$ cat src/rtl/tick_gen_pkg.sv
// Shared constants for the tick prescaler: FSM encoding, mode encoding, defaults.
// Burst helper is compiled only with TICK_GEN_BURST_EN.
package tick_gen_pkg;

  localparam int DIV_W_DEF       = 8;
  localparam int DIV_DEFAULT_DEF = 4;

  localparam logic [0:0] ST_IDLE = 1'b0;
  localparam logic [0:0] ST_RUN  = 1'b1;

  localparam logic MODE_CONT   = 1'b0;
  localparam logic MODE_SINGLE = 1'b1;

`ifdef TICK_GEN_BURST_EN
  // True when the tick being emitted now is the last one of a bounded burst.
  function automatic logic burst_last(input logic [7:0] sent, input logic [7:0] len);
    return (len != 8'd0) && (sent == (len - 8'd1));
  endfunction
`endif

endpackage

$ cat src/rtl/tick_gen_if.sv
// Control/status bundle between the tick prescaler and its enclosing level.
// Burst signals exist only with TICK_GEN_BURST_EN.
interface tick_gen_if #(parameter int DIV_W = tick_gen_pkg::DIV_W_DEF);

  logic             start;
  logic             stop;
  logic             mode;
  logic             div_ld;
  logic [DIV_W-1:0] div_in;
  logic             tick;
  logic             busy;
  logic [DIV_W-1:0] div_q;
`ifdef TICK_GEN_BURST_EN
  logic [7:0]       burst_len;
  logic             done;

  modport master (output start, stop, mode, div_ld, div_in, burst_len,
                  input  tick, busy, div_q, done);
  modport slave  (input  start, stop, mode, div_ld, div_in, burst_len,
                  output tick, busy, div_q, done);
`else
  modport master (output start, stop, mode, div_ld, div_in,
                  input  tick, busy, div_q);
  modport slave  (input  start, stop, mode, div_ld, div_in,
                  output tick, busy, div_q);
`endif

endinterface

$ cat src/rtl/tick_gen_dcnt.sv
// Loadable down-counter that saturates at zero; load has priority over enable.
module tick_gen_dcnt #(
  parameter int DIV_W = 8
) (
  input  logic             ck,
  input  logic             res,
  input  logic             load,
  input  logic             en,
  input  logic [DIV_W-1:0] load_val,
  output logic             zero
);

  localparam logic [DIV_W-1:0] ONE = {{(DIV_W-1){1'b0}}, 1'b1};

  logic [DIV_W-1:0] cnt_q;
  logic [DIV_W-1:0] cnt_d;

  // Next count: load, decrement toward zero, or hold.
  always_comb begin
    cnt_d = cnt_q;
    if (load) begin
      cnt_d = load_val;
    end else if (en && (cnt_q != {DIV_W{1'b0}})) begin
      cnt_d = cnt_q - ONE;
    end else begin
      cnt_d = cnt_q;
    end
  end

  // Count register.
  always_ff @(posedge ck or posedge res) begin
    if (res) begin
      cnt_q <= {DIV_W{1'b0}};
    end else begin
      cnt_q <= cnt_d;
    end
  end

  assign zero = (cnt_q == {DIV_W{1'b0}});

endmodule

$ cat src/rtl/tick_gen.sv
// Programmable tick prescaler: one-cycle tick every div_q+1 cycles, continuous or single-shot.
// Optional bounded bursts with a done pulse when TICK_GEN_BURST_EN is defined.
module tick_gen
  import tick_gen_pkg::*;
#(
  parameter int DIV_W       = DIV_W_DEF,
  parameter int DIV_DEFAULT = DIV_DEFAULT_DEF
) (
  input  logic       ck,
  input  logic       res,
  tick_gen_if.slave  bus
);

  localparam logic [DIV_W-1:0] DIV_RST = DIV_W'(DIV_DEFAULT);

  logic [0:0]       state_q, state_d;
  logic             mode_l_q, mode_l_d;
  logic             tick_q, tick_d;
  logic [DIV_W-1:0] div_reg_q, div_reg_d;
  logic             cnt_load_s, cnt_en_s, cnt_zero_s;
  logic [DIV_W-1:0] cnt_val_s;
`ifdef TICK_GEN_BURST_EN
  logic [7:0]       burst_len_q, burst_len_d;
  logic [7:0]       burst_cnt_q, burst_cnt_d;
  logic             done_q, done_d;
`endif

  tick_gen_dcnt #(.DIV_W(DIV_W)) u_dcnt (
    .ck       (ck),
    .res      (res),
    .load     (cnt_load_s),
    .en       (cnt_en_s),
    .load_val (cnt_val_s),
    .zero     (cnt_zero_s)
  );

  // FSM next state, divisor write and counter control; stop outranks a due tick.
  always_comb begin
    state_d    = state_q;
    mode_l_d   = mode_l_q;
    tick_d     = 1'b0;
    cnt_load_s = 1'b0;
    cnt_en_s   = 1'b0;
    cnt_val_s  = div_reg_q;
`ifdef TICK_GEN_BURST_EN
    burst_len_d = burst_len_q;
    burst_cnt_d = burst_cnt_q;
    done_d      = 1'b0;
`endif
    if (bus.div_ld) begin
      div_reg_d = bus.div_in;
    end else begin
      div_reg_d = div_reg_q;
    end
    case (state_q)
      ST_IDLE: begin
        if (bus.start && !bus.stop) begin
          state_d    = ST_RUN;
          mode_l_d   = bus.mode;
          cnt_load_s = 1'b1;
`ifdef TICK_GEN_BURST_EN
          burst_len_d = bus.burst_len;
          burst_cnt_d = 8'd0;
`endif
        end else begin
          state_d = ST_IDLE;
        end
      end
      ST_RUN: begin
        if (bus.stop) begin
          state_d    = ST_IDLE;
          cnt_load_s = 1'b1;
          cnt_val_s  = {DIV_W{1'b0}};
        end else if (cnt_zero_s) begin
          // Reload reads the pre-edge divisor, so a same-edge div_ld lands next period.
          tick_d     = 1'b1;
          cnt_load_s = 1'b1;
          if (mode_l_q == MODE_SINGLE) begin
            state_d   = ST_IDLE;
            cnt_val_s = {DIV_W{1'b0}};
`ifdef TICK_GEN_BURST_EN
            done_d    = 1'b1;
          end else if (burst_last(burst_cnt_q, burst_len_q)) begin
            state_d   = ST_IDLE;
            cnt_val_s = {DIV_W{1'b0}};
            done_d    = 1'b1;
          end else begin
            burst_cnt_d = burst_cnt_q + 8'd1;
`else
          end else begin
            state_d = ST_RUN;
`endif
          end
        end else begin
          cnt_en_s = 1'b1;
        end
      end
      default: begin
        state_d = ST_IDLE;
      end
    endcase
  end

  // State, mode latch, tick and divisor registers.
  always_ff @(posedge ck or posedge res) begin
    if (res) begin
      state_q   <= ST_IDLE;
      mode_l_q  <= MODE_CONT;
      tick_q    <= 1'b0;
      div_reg_q <= DIV_RST;
`ifdef TICK_GEN_BURST_EN
      burst_len_q <= 8'd0;
      burst_cnt_q <= 8'd0;
      done_q      <= 1'b0;
`endif
    end else begin
      state_q   <= state_d;
      mode_l_q  <= mode_l_d;
      tick_q    <= tick_d;
      div_reg_q <= div_reg_d;
`ifdef TICK_GEN_BURST_EN
      burst_len_q <= burst_len_d;
      burst_cnt_q <= burst_cnt_d;
      done_q      <= done_d;
`endif
    end
  end

  assign bus.tick  = tick_q;
  assign bus.busy  = (state_q == ST_RUN);
  assign bus.div_q = div_reg_q;
`ifdef TICK_GEN_BURST_EN
  assign bus.done  = done_q;
`endif

endmodule

$ cat src/flat_wrapper.sv
// flat-port wrapper written by rule: the top's interface ports become plain ports
module tick_gen_flat import tick_gen_pkg::*;
#(
  parameter int DIV_W       = DIV_W_DEF,
  parameter int DIV_DEFAULT = DIV_DEFAULT_DEF
)
  (ck, res, bus_start, bus_stop, bus_mode, bus_div_ld, bus_div_in, bus_tick, bus_busy, bus_div_q);
  tick_gen_if #(.DIV_W(DIV_W)) bus_i ();
  input  logic ck;
  input  logic res;
  input wire logic [$bits(bus_i.start)-1:0] bus_start;
  input wire logic [$bits(bus_i.stop)-1:0] bus_stop;
  input wire logic [$bits(bus_i.mode)-1:0] bus_mode;
  input wire logic [$bits(bus_i.div_ld)-1:0] bus_div_ld;
  input wire logic [$bits(bus_i.div_in)-1:0] bus_div_in;
  output wire logic [$bits(bus_i.tick)-1:0] bus_tick;
  output wire logic [$bits(bus_i.busy)-1:0] bus_busy;
  output wire logic [$bits(bus_i.div_q)-1:0] bus_div_q;
  assign bus_i.start = bus_start;
  assign bus_i.stop = bus_stop;
  assign bus_i.mode = bus_mode;
  assign bus_i.div_ld = bus_div_ld;
  assign bus_i.div_in = bus_div_in;
  assign bus_tick = bus_i.tick;
  assign bus_busy = bus_i.busy;
  assign bus_div_q = bus_i.div_q;
  tick_gen #(.DIV_W(DIV_W), .DIV_DEFAULT(DIV_DEFAULT)) u_core (.ck(ck), .res(res), .bus(bus_i));
endmodule
$ cat config.mk
export PLATFORM = sky130hd
export DESIGN_NAME = tick_gen_flat
export DESIGN_NICKNAME = d
export VERILOG_FILES = /design/src/rtl/tick_gen_pkg.sv /design/src/rtl/tick_gen_if.sv /design/src/rtl/tick_gen_dcnt.sv /design/src/rtl/tick_gen.sv /design/src/flat_wrapper.sv
export SDC_FILE = /design/constraint.sdc
export NUM_CORES = 1
export LEC_CHECK = 0
export CAP_MARGIN = 5
export CORE_MARGIN = 1.5
export CORE_UTILIZATION = 50
export CTS_BUF_LIST = sky130_fd_sc_hd__clkbuf_4 sky130_fd_sc_hd__clkbuf_8
export CTS_CLUSTER_DIAMETER = 40
export DETAILED_ROUTE_END_ITERATION = 8
export GPL_ROUTABILITY_DRIVEN = 0
export PLACE_DENSITY = 0.91
export REMOVE_ABC_BUFFERS = 1
export SETUP_SLACK_MARGIN = 0.1
export SKIP_LAST_GASP = 1
export SLEW_MARGIN = 20
export SYNTH_ARGS = -nofsm -noshare
export SYNTH_HDL_FRONTEND = slang
export SYNTH_SLANG_ARGS = --single-unit
$ cat constraint.sdc
create_clock -name ck -period 2.3 [get_ports ck]
set_input_delay 0.23 -clock ck [delete_from_list [all_inputs] [get_ports ck]]
set_output_delay 0.23 -clock ck [all_outputs]
set_load 0.01 [all_outputs]
== Word level (Yosys, flattened, before mapping) ==
Index checks and enable logic that the tools add are counted.

* $add $sub $neg: 1
* Multiplexer cells: 19
* Bitwise operators: 1
* Reduce and logical (&&, ||, !) cells: 7

{| class="wikitable"
|+ Operator list
! operator !! count
|-
| two-way mux 8 bit || 6
|-
| two-way mux 1 bit || 11
|-
| logical NOT 8 bit || 1
|-
| nonzero test 8 bit || 1
|-
| subtractor 8 x 1 -> 8 bit, second input constant || 1
|-
| case mux 1 bit (2 select lines) || 2
|-
| logical AND 1 bit || 2
|-
| AND reduction 2 bit || 1
|-
| nonzero test 2 bit || 1
|-
| logical NOT 1 bit || 1
|-
| inverter 1 bit || 1
|}

* Register bits after elaboration: 19
* Input bits: 14
* Output and inout bits: 10
* Logic and storage cells: 33

== Logic depth before layout (Yosys ltp) ==
* Depth after elaboration: 7
* Gate-level depth with buffers: 6
* Gate-level depth less buffers: 6

== Cells and area by module ==
A second synthesis with hierarchy kept.

* Cell total of the unflattened synthesis: 92
* Area total of the unflattened synthesis: 1009.7 um2

{| class="wikitable"
|+ Modules (own cells, without submodules)
! module !! instances !! cells each !! area each (um2)
|-
| tick_gen || 1 || 39 || 514.2
|-
| tick_gen_dcnt || 1 || 53 || 495.5
|}

== Least setup slack after synthesis ==
Ideal clock, no wire load.

* Kind: reg-to-reg
* Start: register u_core.u_dcnt.cnt_q[0]
* End: register u_core.u_dcnt.cnt_q[2]
* Data arrival time: 1.541 ns
* Required time: 2.213 ns
* Path slack: 0.673 ns
* Stages on the path, launching flop included: 7
* Clock period less this slack: 1.627 ns
* Cells stage by stage: dfrtp_1 inv_1 ha_1 or4b_4 o41ai_4 nand3_1 o211ai_1

* Cells in the longest elaborated chain, start to end: 6

{| class="wikitable"
|+ Ends and longest elaborated chain
! what !! RTL line !! source
|-
| start, declared || tick_gen_dcnt.sv:15 || <nowiki>logic [DIV_W-1:0] cnt_q;</nowiki>
|-
| start signal, assigned || tick_gen_dcnt.sv:33 || <nowiki>cnt_q <= {DIV_W{1'b0}};</nowiki>
|-
| start signal, assigned || tick_gen_dcnt.sv:35 || <nowiki>cnt_q <= cnt_d;</nowiki>
|-
| parallel branches: the longest is 6 deep, another holds subtractor 8 x 1 -> 8 bit || - ||
|}

Several ways; the timed one is not identified. The select of a mux whose other input is x is not followed.
A chain may end at the register's enable or synchronous reset.

== Final worst setup path ==
* Start: register u_core.u_dcnt.cnt_q[0]
* End: register u_core.u_dcnt.cnt_q[0]

Same word-level chain as after synthesis.

==> run summary <==
status - finished clean
crit path DAT - 2.15 ns
Mapped Cells - 102
CP required - 2.49 ns
Initial Util - 53.2%
Worst Path Max Fanout - 6
startpoint types - register
CTS Buffer Depth - 2
via-per-instance ratio - 5.87
post-CTS setup buffer count - 0
final setup fails - 0
family with the most delay on the worst path - compound AO/OA/AOI/OAI gates
CTS tree - yes
Die Ht - 48.7 um
Rel. slew slack - 51.5%
Area after DPL - 1290 um^2
pin count of the biggest net entering global routing - 20
final setup TNS - 0 ns
static leakage - 0.548 nW
drt wl/cell - 15.4 um
clock-pin transition on the worst setup and hold timing paths - 0.10 ns
fin crit period - 1.96 ns
Design Area, Final - 1320 um^2
Layout area overhead - 26.7%
register area share after synthesis - 45.7%
synthesis-stage register bit count - 19
# DRC - 0
Die Wd - 48.7 um
Max Fclk - 510 MHz
dpl cells - 149
Hold Violations, Final - 0
Antenna Nets Post-Route - 0
Iteration-0 DRC Markers - 37
clk sinks - 19
IO Port Bufs - 23
# rows - 16
CP cell instances - inv_1, ha_1, nor4b_2, a21oi_1, a311oi_1, o21ai_1
PD cells - 724 nW/um^2
clock skew - 0.00169 ns
Hold Buf Count CTS - 0
critical path type - register to register
Unique masters post-synth - 34
Synth Warn # - 0
vias in the first global route - 885
CP endpoint kind - register
Detailed Place HPWL - 1730 um
Worst-Margin Slew - 0.727 ns
Pins Over Slew Limit - 0
vias post-DR - 898
final wirelength - 2350 um
peak supply drop - 0.000615 V
Async S/R FF share, synth - 100%
crit-path max cell delay - 0.42 ns
Total GRT Usage - 22.0%
Primary FF master, synth - dfrtp_1
CP max stage cell - dfrtp_1
Tcrit/Tclk final - 85.2%
drt pass-1 iters - 4
WP buf/inv - 1
synthesized cell area - 1040 um^2
die area - 2370 um^2
synth top area cells - dfrtp_1 43%, mux2_1 9.7%, nand3_1 3.4%, nor2_1 3.2%, a21oi_1 2.9%
Post-Syn Area per Cell - 10.2 um^2
CTS Buf Count - 3
Final #Nets - 143
share of cells above drive strength 1 - 7.94%
first-pass GRT wire length - 4000 um
filler cell count - 166
Core ar. - 1960 um^2
Post-synth EDFFs - 0
Clk Latency, worst-skew pair - 0.30 ns
Ant. Diodes - 0
Overflow after GRT - 0
Boundary Pins - 24
most frequent cell after synthesis - dfrtp_1
Root Buffer - clkbuf_4
leading area contributor after synthesis - dfrtp_1
unrepaired setup endpoints after global routing - no
Hold Crit Class - input pin to asynchronous set/reset pin
area fraction of the dominant cell type after synthesis - 43.2%
initial antenna violation count - 0
most frequent cells after synthesis - 18 x dfrtp_1, 9 x mux2_1, 9 x nor2_1
max cap viols - 0
non-filler instance count after layout - 153
post-cts repair resize count - 0
H-tree levels - 1
==> kinds of logic after synthesis <==
family / count (synthesis) / synth area share [%]
buffers and inverters: 9 / 3.36
AOI/OAI and AO/OA: 26 / 18.3
adders and majority gates: 2 / 2.40
DFF: 19 / 45.7
muxes: 11 / 11.6
and+or+nand+nor: 35 / 18.6
==> through the flow <==
stage / setup slack [ns] / hold WS (ns) / util [%] / total power [W]
floorplan: 0.673 / 0.180 / - / 0.000663
global placement: 0.454 / 0.491 / 66.0 / 0.000772
detailed placement: 0.355 / 0.502 / 66.0 / 0.000785
CTS: 0.343 / 0.349 / 67.4 / 0.000955
global route: 0.177 / 0.411 / 67.4 / 0.00102
finish: 0.340 / 0.338 / 67.4 / 0.000958
==> where the power goes <==
part           leakage (nW)  internal (W)  switching, W
Combinational         0.300      0.000152      0.000181
Clock                0.0177     0.0000649      0.000104
Sequential            0.230      0.000390     0.0000658
Total                 0.548      0.000607      0.000351
==> routing by layer <==
metal | track usage, % | vias up | wire (um)
met5 | 0 | - | 0
met4 | 8.10 | 0 | 39
met3 | 5.86 | 4 | 122
met2 | 34.2 | 35 | 1120
met1 | 29.4 | 438 | 1070
li1 | - | 421 | -
==> final timing paths <==
kind,end,startpoint,depth (start not counted),slack [ns]
max,u_core.u_dcnt.cnt_q[0],u_core.u_dcnt.cnt_q[0],6,0.34
min,u_core.bus.div_q[3],res,2,0.34
max reg2reg,u_core.u_dcnt.cnt_q[0],u_core.u_dcnt.cnt_q[0],6,0.34
min reg2reg,u_core.bus.div_q[5],u_core.bus.div_q[5],1,0.52
max in group asynchronous,u_core.mode_l_q,res,2,1.51
min in group ck,u_core.bus.div_q[5],bus_div_in[5],2,0.52
==> placed cells by master, fill, tap and decap left out, types with 2 or more instances in the layout <==
cell type,Yosys,final
nand4_1,2,2
o21ai_1,3,3
dfrtp_1,18,18
o21ai_0,5,5
clkdlybuf4s50_1,0,23
nor2b_1,2,2
inv_1,6,6
nand3_1,7,7
clkbuf_4,0,3
nand2_1,6,6
a311oi_1,2,2
ha_1,2,2
mux2i_1,2,2
a21oi_1,6,6
mux2_1,9,9
nor2_1,9,9
o211ai_1,4,4
==> sequential cells by signal, indices dropped and copies added, names as in the netlist <==
name and flops:
u_core.u_dcnt.cnt_q 8, u_core.bus.div_q 8, u_core.mode_l_q 1, u_core.bus.tick 1
u_core.bus.busy 1
==> layout make-up <==
cell class | instances | area (um^2) | area share (%)
flip-flops and latches | 19 | 477 | 36.0
well taps | 27 | 33.8 | 2.55
clock inverters | 1 | 5.00 | 0.378
clock buffers | 3 | 22.5 | 1.70
repair buffers | 23 | 230 | 17.4
multi-input cells | 74 | 532 | 40.2
inverters | 6 | 22.5 | 1.70
(Power assumes the default switching activity.)
